**src/rtl/gate_exerciser.sv**
```systemverilog
// Drives LFSR stimulus into a single-bit gate under test, waits a settle period,
// then compares the gate output against the expected (optionally inverted) value.
module gate_exerciser #(
  parameter int unsigned NUM_VEC = 16,
  parameter int unsigned SETTLE  = 2,
  parameter logic [7:0]  SEED    = 8'hA5,
  parameter bit          INVERT  = 1'b1
) (
  input  logic       clk,
  input  logic       rst,
  input  logic       start,
  input  logic       abort,
  input  logic       dut_out,
  output logic       dut_in,
  output logic       busy,
  output logic       done,
  output logic       pass,
  output logic [7:0] err_count,
  output logic [7:0] vec_count
);

  typedef enum logic [2:0] {
    ST_IDLE,
    ST_DRIVE,
    ST_SETTLE,
    ST_SAMPLE,
    ST_DONE
  } state_t;

  state_t     r_state;
  state_t     w_next;
  logic [7:0] r_lfsr;
  logic [3:0] r_cnt;
  logic       r_dut_in;
  logic       r_busy;
  logic       r_done;
  logic       r_pass;
  logic [7:0] r_err;
  logic [7:0] r_vec;

  logic [7:0] w_vec_inc;
  logic [7:0] w_lfsr_next;
  logic       w_expected;
  logic       w_mismatch;
  logic       w_abort;

  assign w_vec_inc   = r_vec + 8'd1;
  // Taps x^8,x^6,x^5,x^4 map to bits 0,2,3,4 when shifting right
  assign w_lfsr_next = {r_lfsr[0] ^ r_lfsr[2] ^ r_lfsr[3] ^ r_lfsr[4], r_lfsr[7:1]};
  assign w_expected  = INVERT ? ~r_dut_in : r_dut_in;
  assign w_mismatch  = (dut_out != w_expected);
  assign w_abort     = abort && (r_state != ST_IDLE);

  always_comb begin
    w_next = r_state;
    case (r_state)
      ST_IDLE:   if (start) w_next = ST_DRIVE;
      ST_DRIVE:  w_next = ST_SETTLE;
      ST_SETTLE: if (r_cnt == 4'd0) w_next = ST_SAMPLE;
      ST_SAMPLE: w_next = (w_vec_inc == 8'(NUM_VEC)) ? ST_DONE : ST_DRIVE;
      ST_DONE:   w_next = ST_IDLE;
      default:   w_next = ST_IDLE;
    endcase
    if (w_abort) w_next = ST_IDLE;
  end

  always_ff @(posedge clk) begin
    if (rst) begin
      r_state  <= ST_IDLE;
      r_lfsr   <= SEED;
      r_cnt    <= '0;
      r_dut_in <= 1'b0;
      r_busy   <= 1'b0;
      r_done   <= 1'b0;
      r_pass   <= 1'b0;
      r_err    <= '0;
      r_vec    <= '0;
    end else begin
      r_state <= w_next;
      r_busy  <= (w_next != ST_IDLE);
      if (w_abort) begin
        r_dut_in <= 1'b0;
        r_done   <= 1'b0;
        r_pass   <= 1'b0;
      end else begin
        case (r_state)
          ST_IDLE: begin
            if (start) begin
              r_err  <= '0;
              r_vec  <= '0;
              r_done <= 1'b0;
              r_pass <= 1'b0;
              r_lfsr <= SEED;
            end
          end
          ST_DRIVE: begin
            r_dut_in <= r_lfsr[0];
            r_cnt    <= 4'(SETTLE - 1);
          end
          ST_SETTLE: begin
            if (r_cnt != 4'd0) r_cnt <= r_cnt - 4'd1;
          end
          ST_SAMPLE: begin
            if (w_mismatch && (r_err != 8'hFF)) r_err <= r_err + 8'd1;
            if (r_vec != 8'hFF) r_vec <= w_vec_inc;
            r_lfsr <= w_lfsr_next;
          end
          ST_DONE: begin
            r_done   <= 1'b1;
            r_pass   <= (r_err == 8'd0);
            r_dut_in <= 1'b0;
          end
          default: ;
        endcase
      end
    end
  end

  assign dut_in    = r_dut_in;
  assign busy      = r_busy;
  assign done      = r_done;
  assign pass      = r_pass;
  assign err_count = r_err;
  assign vec_count = r_vec;

endmodule
```
**config.mk**
```make
export PLATFORM = sky130hd
export DESIGN_NAME = gate_exerciser
export DESIGN_NICKNAME = d
export VERILOG_FILES = /design/src/rtl/gate_exerciser.sv
export SDC_FILE = /design/constraint.sdc
export NUM_CORES = 1
export LEC_CHECK = 0
export BUFFER_PORTS_ARGS = -buffer_cell sky130_fd_sc_hd__buf_4
export CAP_MARGIN = 30
export CORE_UTILIZATION = 55
export DETAILED_ROUTE_END_ITERATION = 8
export GPL_TIMING_DRIVEN = 0
export PLACE_DENSITY_LB_ADDON = 0.08
export SYNTH_ARGS = -nofsm -noshare
export SYNTH_HDL_FRONTEND = slang
export SYNTH_SLANG_ARGS = --single-unit
```
**constraint.sdc**
```tcl
create_clock -name clk -period 3.2 [get_ports clk]
set_input_delay 0.32 -clock clk [delete_from_list [all_inputs] [get_ports clk]]
set_output_delay 0.32 -clock clk [all_outputs]
set_load 0.01 [all_outputs]
```
Word level (Yosys, flattened, before mapping) --
Index checks and enable logic that the tools add are counted.
Storage, ports and cells: flip-flop bits (word level) 35, word-level logic and storage cells 65, output and inout bits 20
Cells by class: add/sub/neg operators 3, reductions and logical operators 18, bitwise operators 5, equal/unequal tests 12, muxes and demuxes 18
Operator list (number):
- 8-bit one-hot mux with 2 select lines | 3
- 8-bit 2-to-1 mux | 4
- 8-bit by 1-bit adder with 8-bit output (second input constant) | 2
- 8-bit != test (second input constant) | 2
- 3-bit 2-to-1 mux | 4
- 3-bit one-hot mux with 4 select lines | 1
- 8-bit by 5-bit equality test with 1-bit output (second input constant) | 1
- 8-bit logical NOT | 1
- 2-bit != test (second input constant) | 4
- 4-bit one-hot mux with 2 select lines | 1
- 4-bit AND reduction | 2
- 2-bit nonzero test | 4
- 3-bit by 2-bit equality test with 1-bit output (second input constant) | 2
- 1-bit one-hot mux with 2 select lines | 3
- 3-bit AND reduction | 2
- 3-bit nonzero test | 2
- 4-bit logical NOT | 1
- 4-bit 2-to-1 mux | 1
- 4-bit nonzero test | 1
- 4-bit by 1-bit subtractor with 4-bit output (second input constant) | 1
- 3-bit by 1-bit equality test with 1-bit output (second input constant) | 1
- 3-bit equality test (second input constant) | 1
- 3-bit logical NOT | 1
- 1-bit XOR | 3
- 6 further kinds | 8

Logic depth before layout (Yosys ltp) --
Gate-level depths: netlist of run 1.
depth after elaboration 6, gate-level depth with buffers 7, gate-level depth less buffers 7

Worst setup path before layout of run 1 --
OpenSTA, ideal clock, no wires.
path type register to register, start register r_state[1], end register r_err[5], in the netlist err_count[5], period minus slack after synthesis 1.910 ns, library setup time 0.070 ns, slack 1.290 ns, cell stages (with the launch flop) 7, buffers on the path 1, arrival 1.840 ns, required time 3.130 ns, path through dfxtp_1 -> or4b_1 -> buf_2 -> and2_4 -> a21o_1 -> or4_1 -> a21oi_1
On the way: cells in the longest elaborated chain, start to end 4
RTL lines:
- from (decl) | line 30 | state_t r_state;
- from (signal assigned) | line 79 | r_state <= w_next;
- parallel branches: the longest is 4 deep, another holds 4-bit AND reduction
- to (signal assigned) | line 104 | if (w_mismatch && (r_err != 8'hFF)) r_err <= r_err + 8'd1;
- to (decl) | line 38 | logic [7:0] r_err;
Several ways; the timed one is not identified. A chain may end at the register's enable or synchronous reset.

Worst setup path after layout of run 1 --
start register r_state[2], end register r_err[4], in the netlist err_count[4]
The elaborated chain is that of the path after synthesis.

==> reports/qor.yml, run 1 <==
synth:
  syn_area_um2: 1789
  synthCells: 218
  synth_edf_count: 0
  syn-num-nets: 229
  synth_warnings: 0
  synth.area.top_cells: "dfxtp_1, a21oi_1, nor2_1"
  syn_area_per_cell_um2: 8.207
  ys_ff_latch: 35
  yosys-top-cells-count: "dfxtp_1, nor2_1, a21oi_1, nand2_1, nand3_1"
  async_flop_share_pct: 0
  synth_seq_area_share_pct: 39.16
  synth_top_area_cell: "dfxtp_1"
  synth_ff_type: "dfxtp_1"
  yosysTopAreaCellShare_pct: 39.16
  synth_cell_types: 43
  synth_most_common_cell: "dfxtp_1"
route:
  drc: 0
  first_iter_violations: 106
  viasPerCell: 5.687
  ant_nets: 0
  wire_per_inst_um: 13.05
  via_count: 1672
  finalWirelength_mm: 3.838
  dr.pass1.iters: 4
sta:
  fin_skew_ps: 7.808
  layout_min_cycle_time_ps: 2162
  period_share_pct: 67.55
  finalSetupViolations: 0
  max_freq_ghz: 0.4626
  tightest_slew_ps: 655.6
  final.setup.worst_slack_ps: 1038
  finalSetupTns_ps: 0
  slew-limit-headroom_pct: 56.21
  hold_slack_ps: 214.1
  slew_viol_final: 0
  rsz0062_at_grt: "false"
  hold_viol: 0
placed_design:
  dp_slack_ps: 1086
  dp.cells: 286
  gp_congestion: 0.8292
  numPortBuffers: 24
  hpwlAfterDp_mm: 2.627
clock_network:
  root_buffer: "clkbuf_4"
  cts-buffers-inserted: 5
  clock_latency_ps: 350
  post_cts_buffers: 0
  holdBufCountCts: 0
  cts-resized-gates: 0
  cts_max_path_buffers: 2
  cts_tree: "done"
  cts_sinks: 35
  path_clk_slew_ps: 120
  htreeDepth: 2
cells_and_area:
  instances_no_fill: 294
  nets: 260
  antenna_cells: 0
  drive_gt1_share_pct: 16.00
  syn_to_final_growth_pct: 16.36
die:
  start_util_pct: 58.13
  core.rowCount: 20
  design.core.area_um2: 3078
  die_x_um: 59.04
  dieArea_um2: 3485
  io_pins: 25
  die_h_um: 59.04
power_and_ir_drop:
  irDropWorstVdd_uv: 233.1
  powerDensity_nw_per_um2: 467.7
  leakagePower_nw: 0.7865
  finalPower_w: 0.0009737
worst_setup_path:
  critical_path_class: "flop to flop"
  crit_path_end_kind: "flop"
  cp_max_fo: 10
  cp.arrival_ps: 2450
  required_ps: 3480
  start_kind: "flop"
grt:
  grt_pass1_vias: 1401
  grt_max_degree: 13
  track_usage_pct: 23.77
  grt_overflow: 0
  grt_antenna_before_repair: 0
  grt_first_pass_wirelength_mm: 6.251
flow_run:
  maxCapViolations: 0
outcome:
  status: "completed"
worst_hold_path:
  hold_class: "primary input to flop"
==> final cells by class <==
cell class	instances	area, um2
Sequential cell	35	700.7
Tap cell	44	55.05
Clock inverter	3	20.02
Clock buffer	5	37.54
Multi-Input combinational cell	165	1011
Fill cell	298	996.0
Buffer	11	51.30
Timing Repair Buffer	24	180.2
Inverter	7	26.28
==> registers in the layout (all words and copies together), names as in the netlist <==
signal,cells
vec_count,8
r_lfsr,8
r_cnt,4
busy,1
done,1
pass,1
dut_in,1
err_count,8
r_state,3
==> layout by cell type (no fill, tap or decap), types with 3 or more instances in the layout <==
| cell type | n |
|---|---|
| or4_1 | 3 |
| clkbuf_1 | 8 |
| nand3_1 | 11 |
| buf_4 | 24 |
| nand2_1 | 17 |
| o21bai_1 | 3 |
| and3_1 | 4 |
| o31ai_1 | 5 |
| inv_1 | 7 |
| a31oi_1 | 5 |
| xor2_1 | 3 |
| nor2_1 | 24 |
| o21ai_0 | 7 |
| xnor2_1 | 5 |
| nor3_1 | 9 |
| clkbuf_4 | 5 |
| dfxtp_1 | 35 |
| or3_1 | 4 |
| ha_1 | 6 |
| nand2b_1 | 6 |
| a21oi_1 | 18 |
| nor4b_1 | 4 |
==> stage by stage <==
stage          utilization (%)  area [um2]
6_report                 67.64        2082
5_1_grt                  67.64        2082
4_1_cts                  67.64        2082
3_5_place_dp             65.77        2024
3_3_place_gp             65.77        2024
2_1_floorplan                -        1789
==> report_power, final <==
group / total [W] / switching (W) / internal, W
sequential: 0.000484 / 0.0000227 / 0.000461
clock: 0.000247 / 0.000163 / 0.0000838
combinational: 0.000243 / 0.000146 / 0.0000971
==> worst max-delay path, stage by stage (launching register included) <==
cell and delay [ps]:
dfxtp_1 330, clkbuf_1 210, nand4bb_1 430, and2_4 290, a21o_1 200, buf_6 150
or3_1 340, a21oi_1 140
==> per-layer routing <==
| metal | global-route usage (%) | part of all wire [%] | vias up |
|---|---|---|---|
| met3 | 6.550 | 4.7 | 6 |
| met1 | 29.62 | 47 | 785 |
| met2 | 38.96 | 47 | 38 |
| met4 | 9.184 | 1.6 | 0 |
| met5 | 0 | 0 | - |
| li1 | - | - | 843 |
==> cell families after synthesis <==
group,count (synthesis),synth area share [%]
simple gates,97,28.67
compound gates,52,18.60
flops,35,39.16
buf+inv,18,4.336
xor+xnor,8,3.916
fa+ha+maj,6,4.196
mux,2,1.119
==> path summary, 6_finish.rpt <==
path	endpoint	slack [ps]	from	cells past startpoint
setup / recovery	err_count[4]$_SDFFE_PP0P_	1040	r_state[2]$_SDFF_PP0_	7
hold / removal	busy$_SDFF_PP0_	210	start	3
setup reg to reg	err_count[4]$_SDFFE_PP0P_	1040	r_state[2]$_SDFF_PP0_	7
hold reg to reg	r_lfsr[6]$_SDFFE_PP0P_	460	r_lfsr[6]$_SDFFE_PP0P_	2
(Power assumes the default switching activity.)
==> run 2, diff against run 1 <==
clock period = 2.1 ns   (was 3.2 ns; I/O delays follow)
==> reports/qor.yml, run 2 (synthesis gave the netlist of run 1 again) <==
placed_design:
  numPortBuffers: 24
  hpwlAfterDp_mm: 2.627
  gp_congestion: 0.8292
  dp.cells: 286
power_and_ir_drop:
  finalPower_w: 0.001532
  irDropWorstVdd_uv: 361.2
  powerDensity_nw_per_um2: 714.1
  leakagePower_nw: 0.8094
worst_hold_path:
  whs_path_depth: 3
  hold_class: "primary input to flop"
  whs_endpoint: "busy$_SDFF_PP0_"
  holdCritStartpoint: "start"
sta:
  slew_viol_final: 0
  layout_min_cycle_time_ps: 2040
  tightest_slew_ps: 647.3
  period_share_pct: 97.16
  hold_viol: 0
  finalSetupViolations: 0
  finalSetupTns_ps: 0
  fin_skew_ps: 8.130
  max_freq_ghz: 0.4901
  slew-limit-headroom_pct: 56.76
worst_setup_path:
  rr_startpoint: "r_state[1]$_SDFF_PP0_"
  start_kind: "flop"
  cp_max_fo: 9
  worst-r2r-cell-count: 7
  r2r_slack_ps: 60
  critical_path_class: "flop to flop"
  crit_path_end_kind: "flop"
  r2r_end: "err_count[4]$_SDFFE_PP0P_"
  required_ps: 2390
  cp.arrival_ps: 2330
grt:
  grt_overflow: 0
  gr-usage-met3_pct: 6.550
  grt_antenna_before_repair: 0
  grt.busiest_layer: "met2"
  grt_max_degree: 13
  track_usage_pct: 23.90
  use_met2_pct: 39.12
  use_met1_pct: 29.89
  grt_first_pass_wirelength_mm: 6.279
  grt_pass1_vias: 1398
route:
  wire_per_inst_um: 13.12
  drc: 0
  finalWirelength_mm: 3.898
  viasPerCell: 5.650
  first_iter_violations: 102
  dr.pass1.iters: 4
  ant_nets: 0
  via_count: 1678
die:
  core.rowCount: 20
  die_x_um: 59.04
  dieArea_um2: 3485
  start_util_pct: 58.13
  die_h_um: 59.04
  design.core.area_um2: 3078
  io_pins: 25
clock_network:
  root_buffer: "clkbuf_4"
  path_clk_slew_ps: 120
  cts_sinks: 35
  clock_latency_ps: 350
  cts_max_path_buffers: 2
  cts-buffers-inserted: 5
  htreeDepth: 2
  cts_tree: "done"
cells_and_area:
  syn_to_final_growth_pct: 19.86
  instances_no_fill: 297
  mostFrequentLayoutCells: "dfxtp_1, buf_4, nor2_1"
  drive_gt1_share_pct: 19.37
  final_util_pct: 69.67
  mostFrequentLayoutCell: "dfxtp_1"
  antenna_cells: 0
  nets: 263
outcome:
  status: "completed"
flow_run:
  maxCapViolations: 0
run 2: through the flow:
step           worst slack [ps]  hold WS, ps  cell area, um2
2_1_floorplan             189.7        329.5            1789
3_3_place_gp              36.07        446.6            2024
3_5_place_dp             -14.23        449.9            2024
4_1_cts                   9.360        88.25            2087
5_1_grt                  -30.23        110.9            2145
6_report                  59.60        99.66            2145
run 2: final cells by class:
class                           instances  area, um2
Clock buffer                            5      37.54
Sequential cell                        35      705.7
Inverter                                7      26.28
Timing Repair Buffer                   27      202.7
Fill cell                             288      933.4
Buffer                                 11      57.56
Tap cell                               44      55.05
Multi-Input combinational cell        165       1040
Clock inverter                          3      20.02
run 2: worst max-delay path by stage:
stage,start,endpoint,slack [ps]
3_5_place_dp,r_state[2]$_SDFF_PP0_,err_count[4]$_SDFFE_PP0P_,-10
6_report,r_state[1]$_SDFF_PP0_,err_count[4]$_SDFFE_PP0P_,60
3_3_place_gp,r_state[2]$_SDFF_PP0_,err_count[7]$_SDFFE_PP0P_,40
2_1_floorplan,r_state[1]$_SDFF_PP0_,err_count[5]$_SDFFE_PP0P_,190
5_1_grt,r_state[1]$_SDFF_PP0_,err_count[4]$_SDFFE_PP0P_,-30
4_1_cts,r_state[2]$_SDFF_PP0_,err_count[4]$_SDFFE_PP0P_,9
run 2: worst max-delay path, cell delays in order (launching register included):
cell	delay, ps
dfxtp_2	340
or4b_4	530
buf_6	150
and2_4	140
a21o_1	190
buf_6	150
or3_4	360
a21oi_2	120
run 2: per-layer routing:
| layer | vias to the layer above | routed length (um) | part of all wire, % |
|---|---|---|---|
| li1 | 850 | - | - |
| met1 | 783 | 1861 | 48 |
| met2 | 37 | 1800 | 46 |
| met3 | 8 | 168 | 4.3 |
| met4 | 0 | 67 | 1.7 |
| met5 | - | 0 | 0 |
run 2: power by group:
part	leakage, nW	internal (W)	switching [W]
clock	0.0272	0.000128	0.000251
sequential	0.284	0.000706	0.0000314
combinational	0.498	0.000177	0.000239
total	0.809	0.00101	0.000521
run 2: timing repair:
action | CTS | global route
setup endpoints to repair | 4 | 4
gates cloned | 0 | 0
resized for setup | 1 | 9
buffers inserted | 0 | 3
hold buffers | 0 | 0
==> run 3, diff against run 2 <==
ABC_AREA = 1   (was default)
==> reports/qor.yml, run 3 <==
sta:
  period_share_pct: 83.44
  slew_viol_final: 0
  max_freq_ghz: 0.5707
  rsz0062_at_grt: "false"
  tightest_slew_ps: 545.4
  finalSetupTns_ps: 0
  finalSetupViolations: 0
  fin_skew_ps: 14.72
  hold_viol: 0
  slew-limit-headroom_pct: 63.64
  layout_min_cycle_time_ps: 1752
grt:
  grt_first_pass_wirelength_mm: 6.610
  grt_pass1_vias: 1522
  grt_max_degree: 11
  grt_overflow: 0
  grt_antenna_before_repair: 0
  track_usage_pct: 25.08
synth:
  synth_warnings: 0
  async_flop_share_pct: 0
  synth_top_area_cell: "dfxtp_1"
  syn-num-nets: 272
  synth_ff_type: "dfxtp_1"
  ys_ff_latch: 35
  synthCells: 261
  yosysTopAreaCellShare_pct: 38.59
  syn_area_per_cell_um2: 6.956
  synth_seq_area_share_pct: 38.59
  synth_cell_types: 24
  synth.area.top_cells: "dfxtp_1, nand2_1, nand3_1"
  yosys-top-cells-count: "nand2_1, dfxtp_1, nor2_1, inv_1, nand3_1"
  synth_most_common_cell: "nand2_1"
  syn_area_um2: 1815
  synth_edf_count: 0
placed_design:
  gp_congestion: 0.8082
  hpwlAfterDp_mm: 2.794
  numPortBuffers: 24
cells_and_area:
  mostFrequentLayoutCell: "nand2_1"
  fillers: 291
  syn_to_final_growth_pct: 16.75
  nets: 303
  antenna_cells: 0
  drive_gt1_share_pct: 13.99
  seq_area_um2: 700.7
  final_util_pct: 68.31
  mostFrequentLayoutCells: "nand2_1, dfxtp_1, nor2_1"
  multi_input_area_um2: 960.9
clock_network:
  cts_tree: "done"
  cts_sinks: 35
  clock_latency_ps: 350
  post_cts_buffers: 0
  htreeDepth: 2
  path_clk_slew_ps: 110
  cts_max_path_buffers: 2
  cts-buffers-inserted: 5
  root_buffer: "clkbuf_4"
  holdBufCountCts: 0
  cts-resized-gates: 0
worst_hold_path:
  hold_class: "primary input to flop"
  holdCritStartpoint: "rst"
route:
  viasPerCell: 5.288
  dr.pass1.iters: 4
  finalWirelength_mm: 3.894
  wire_per_inst_um: 11.55
  ant_nets: 0
  via_count: 1782
  drc: 0
  first_iter_violations: 101
worst_setup_path:
  slowest_delay_ps: 430
  rr_startpoint: "vec_count[1]$_SDFFE_PP0P_"
  r2r_slack_ps: 350
  worstPathCellList: "ha_1 -> nand2_1 -> nor2_1 -> nand4_1 -> nand2_1 -> inv_2 -> o21ai_0 -> nor2_1"
  start_kind: "flop"
  cp_slowest_cell: "dfxtp_1"
  crit_path_end_kind: "flop"
  critical_path_class: "flop to flop"
  required_ps: 2330
  crit_path_start: "vec_count[1]$_SDFFE_PP0P_"
  cp.arrival_ps: 1980
  cp_max_fo: 6
power_and_ir_drop:
  seqPwrFrac_pct: 49.9
  power.internal_w: 0.001056
  clockPowerShare_pct: 27.3
  swShare_pct: 31.64
  pwr-share-comb_pct: 22.8
  leakagePower_nw: 0.9122
  powerDensity_nw_per_um2: 728.5
  irDropWorstVdd_uv: 520.4
  switching_power_w: 0.0004885
die:
  dieArea_um2: 3535
  die_h_um: 59.46
  start_util_pct: 58.51
  core.rowCount: 20
  io_pins: 25
  design.core.area_um2: 3103
  die_x_um: 59.46
outcome:
  status: "completed"
flow_run:
  maxCapViolations: 0
-- run 3: changes by cell type after synthesis, moves of 5 or more --
cell      previous run  this run
nand2b_1             6         0
nand3_1             11        24
clkbuf_1             8         3
inv_1                7        31
nand4_1              2         8
nor2_1              24        32
o21ai_0              7        20
o31ai_1              5         0
nand2_1             17        48
a31oi_1              5         0
-- run 3: critical path, delay by kind of cell, from the launching register on --
| family | cells | cell delay, ps |
|---|---|---|
| buffers and inverters | 1 | 110 |
| adder cells (fa/ha/maj) | 1 | 250 |
| AND/OR/NAND/NOR | 5 | 680 |
| AO/OA/AOI/OAI | 1 | 160 |
| flip-flops | 1 | 430 |
-- run 3: final timing paths --
| kind | end | depth (start not counted) |
|---|---|---|
| worst max-delay path | vec_count[4]$_SDFFE_PP0P_ | 8 |
| worst max register to register | vec_count[4]$_SDFFE_PP0P_ | 8 |
| worst min register to register | done$_SDFFE_PP0P_ | 2 |
| worst min-delay path | err_count[5]$_SDFFE_PP0P_ | 2 |
-- run 3: metal layers --
metal | wire length, um | part of all wire [%] | track usage [%] | vias up
met4 | 56 | 1.4 | 8.503 | 0
met3 | 178 | 4.6 | 6.114 | 6
li1 | - | - | - | 930
met1 | 1878 | 48 | 32.48 | 809
met5 | 0 | 0 | 0 | -
met2 | 1781 | 46 | 40.61 | 37
-- run 3: stage by stage --
| step | setup slack (ps) | cells | area [um2] | power [W] | hold WS [ps] |
|---|---|---|---|---|---|
| 2_1_floorplan | 548.5 | 261 | 1815 | 0.001038 | 279.1 |
| 5_1_grt | 155.1 | 337 | 2120 | 0.001648 | 45.00 |
| 6_report | 347.7 | 337 | 2120 | 0.001544 | 63.01 |
| 3_3_place_gp | 354.6 | 329 | 2051 | 0.001128 | 421.3 |
| 4_1_cts | 349.4 | 337 | 2120 | 0.001556 | 52.08 |
| 3_5_place_dp | 361.9 | 329 | 2051 | 0.001137 | 423.4 |
-- run 3: kinds of logic (layout without fill, tap and decap cells) --
group,count (synthesis),in the layout,share of synthesized area [%]
buffers and inverters,39,71,8.476
adder cells (fa/ha/maj),6,6,4.135
XOR/XNOR,7,7,3.377
AO/OA/AOI/OAI,47,47,13.65
AND/OR/NAND/NOR,127,127,31.77
flip-flops,35,35,38.59
-- run 3: power by group through the flow --
stage	combinational (W)	sequential, W	clock (W)
after global routing	0.000407	0.000779	0.000462
after detailed placement	0.000353	0.000784	0
after CTS	0.000356	0.000770	0.000430
final	0.000353	0.000770	0.000422
after global placement	0.000345	0.000783	0
after floorplan	0.000255	0.000783	0
-- run 3: final cells by class --
class / count / share of cell area, %
buffer: 4 / 1.063
sequential: 35 / 33.06
tap: 44 / 2.597
multi-input combinational: 187 / 45.34
timing repair buffer: 24 / 8.501
inverter: 35 / 6.198
clock buffer: 8 / 3.247
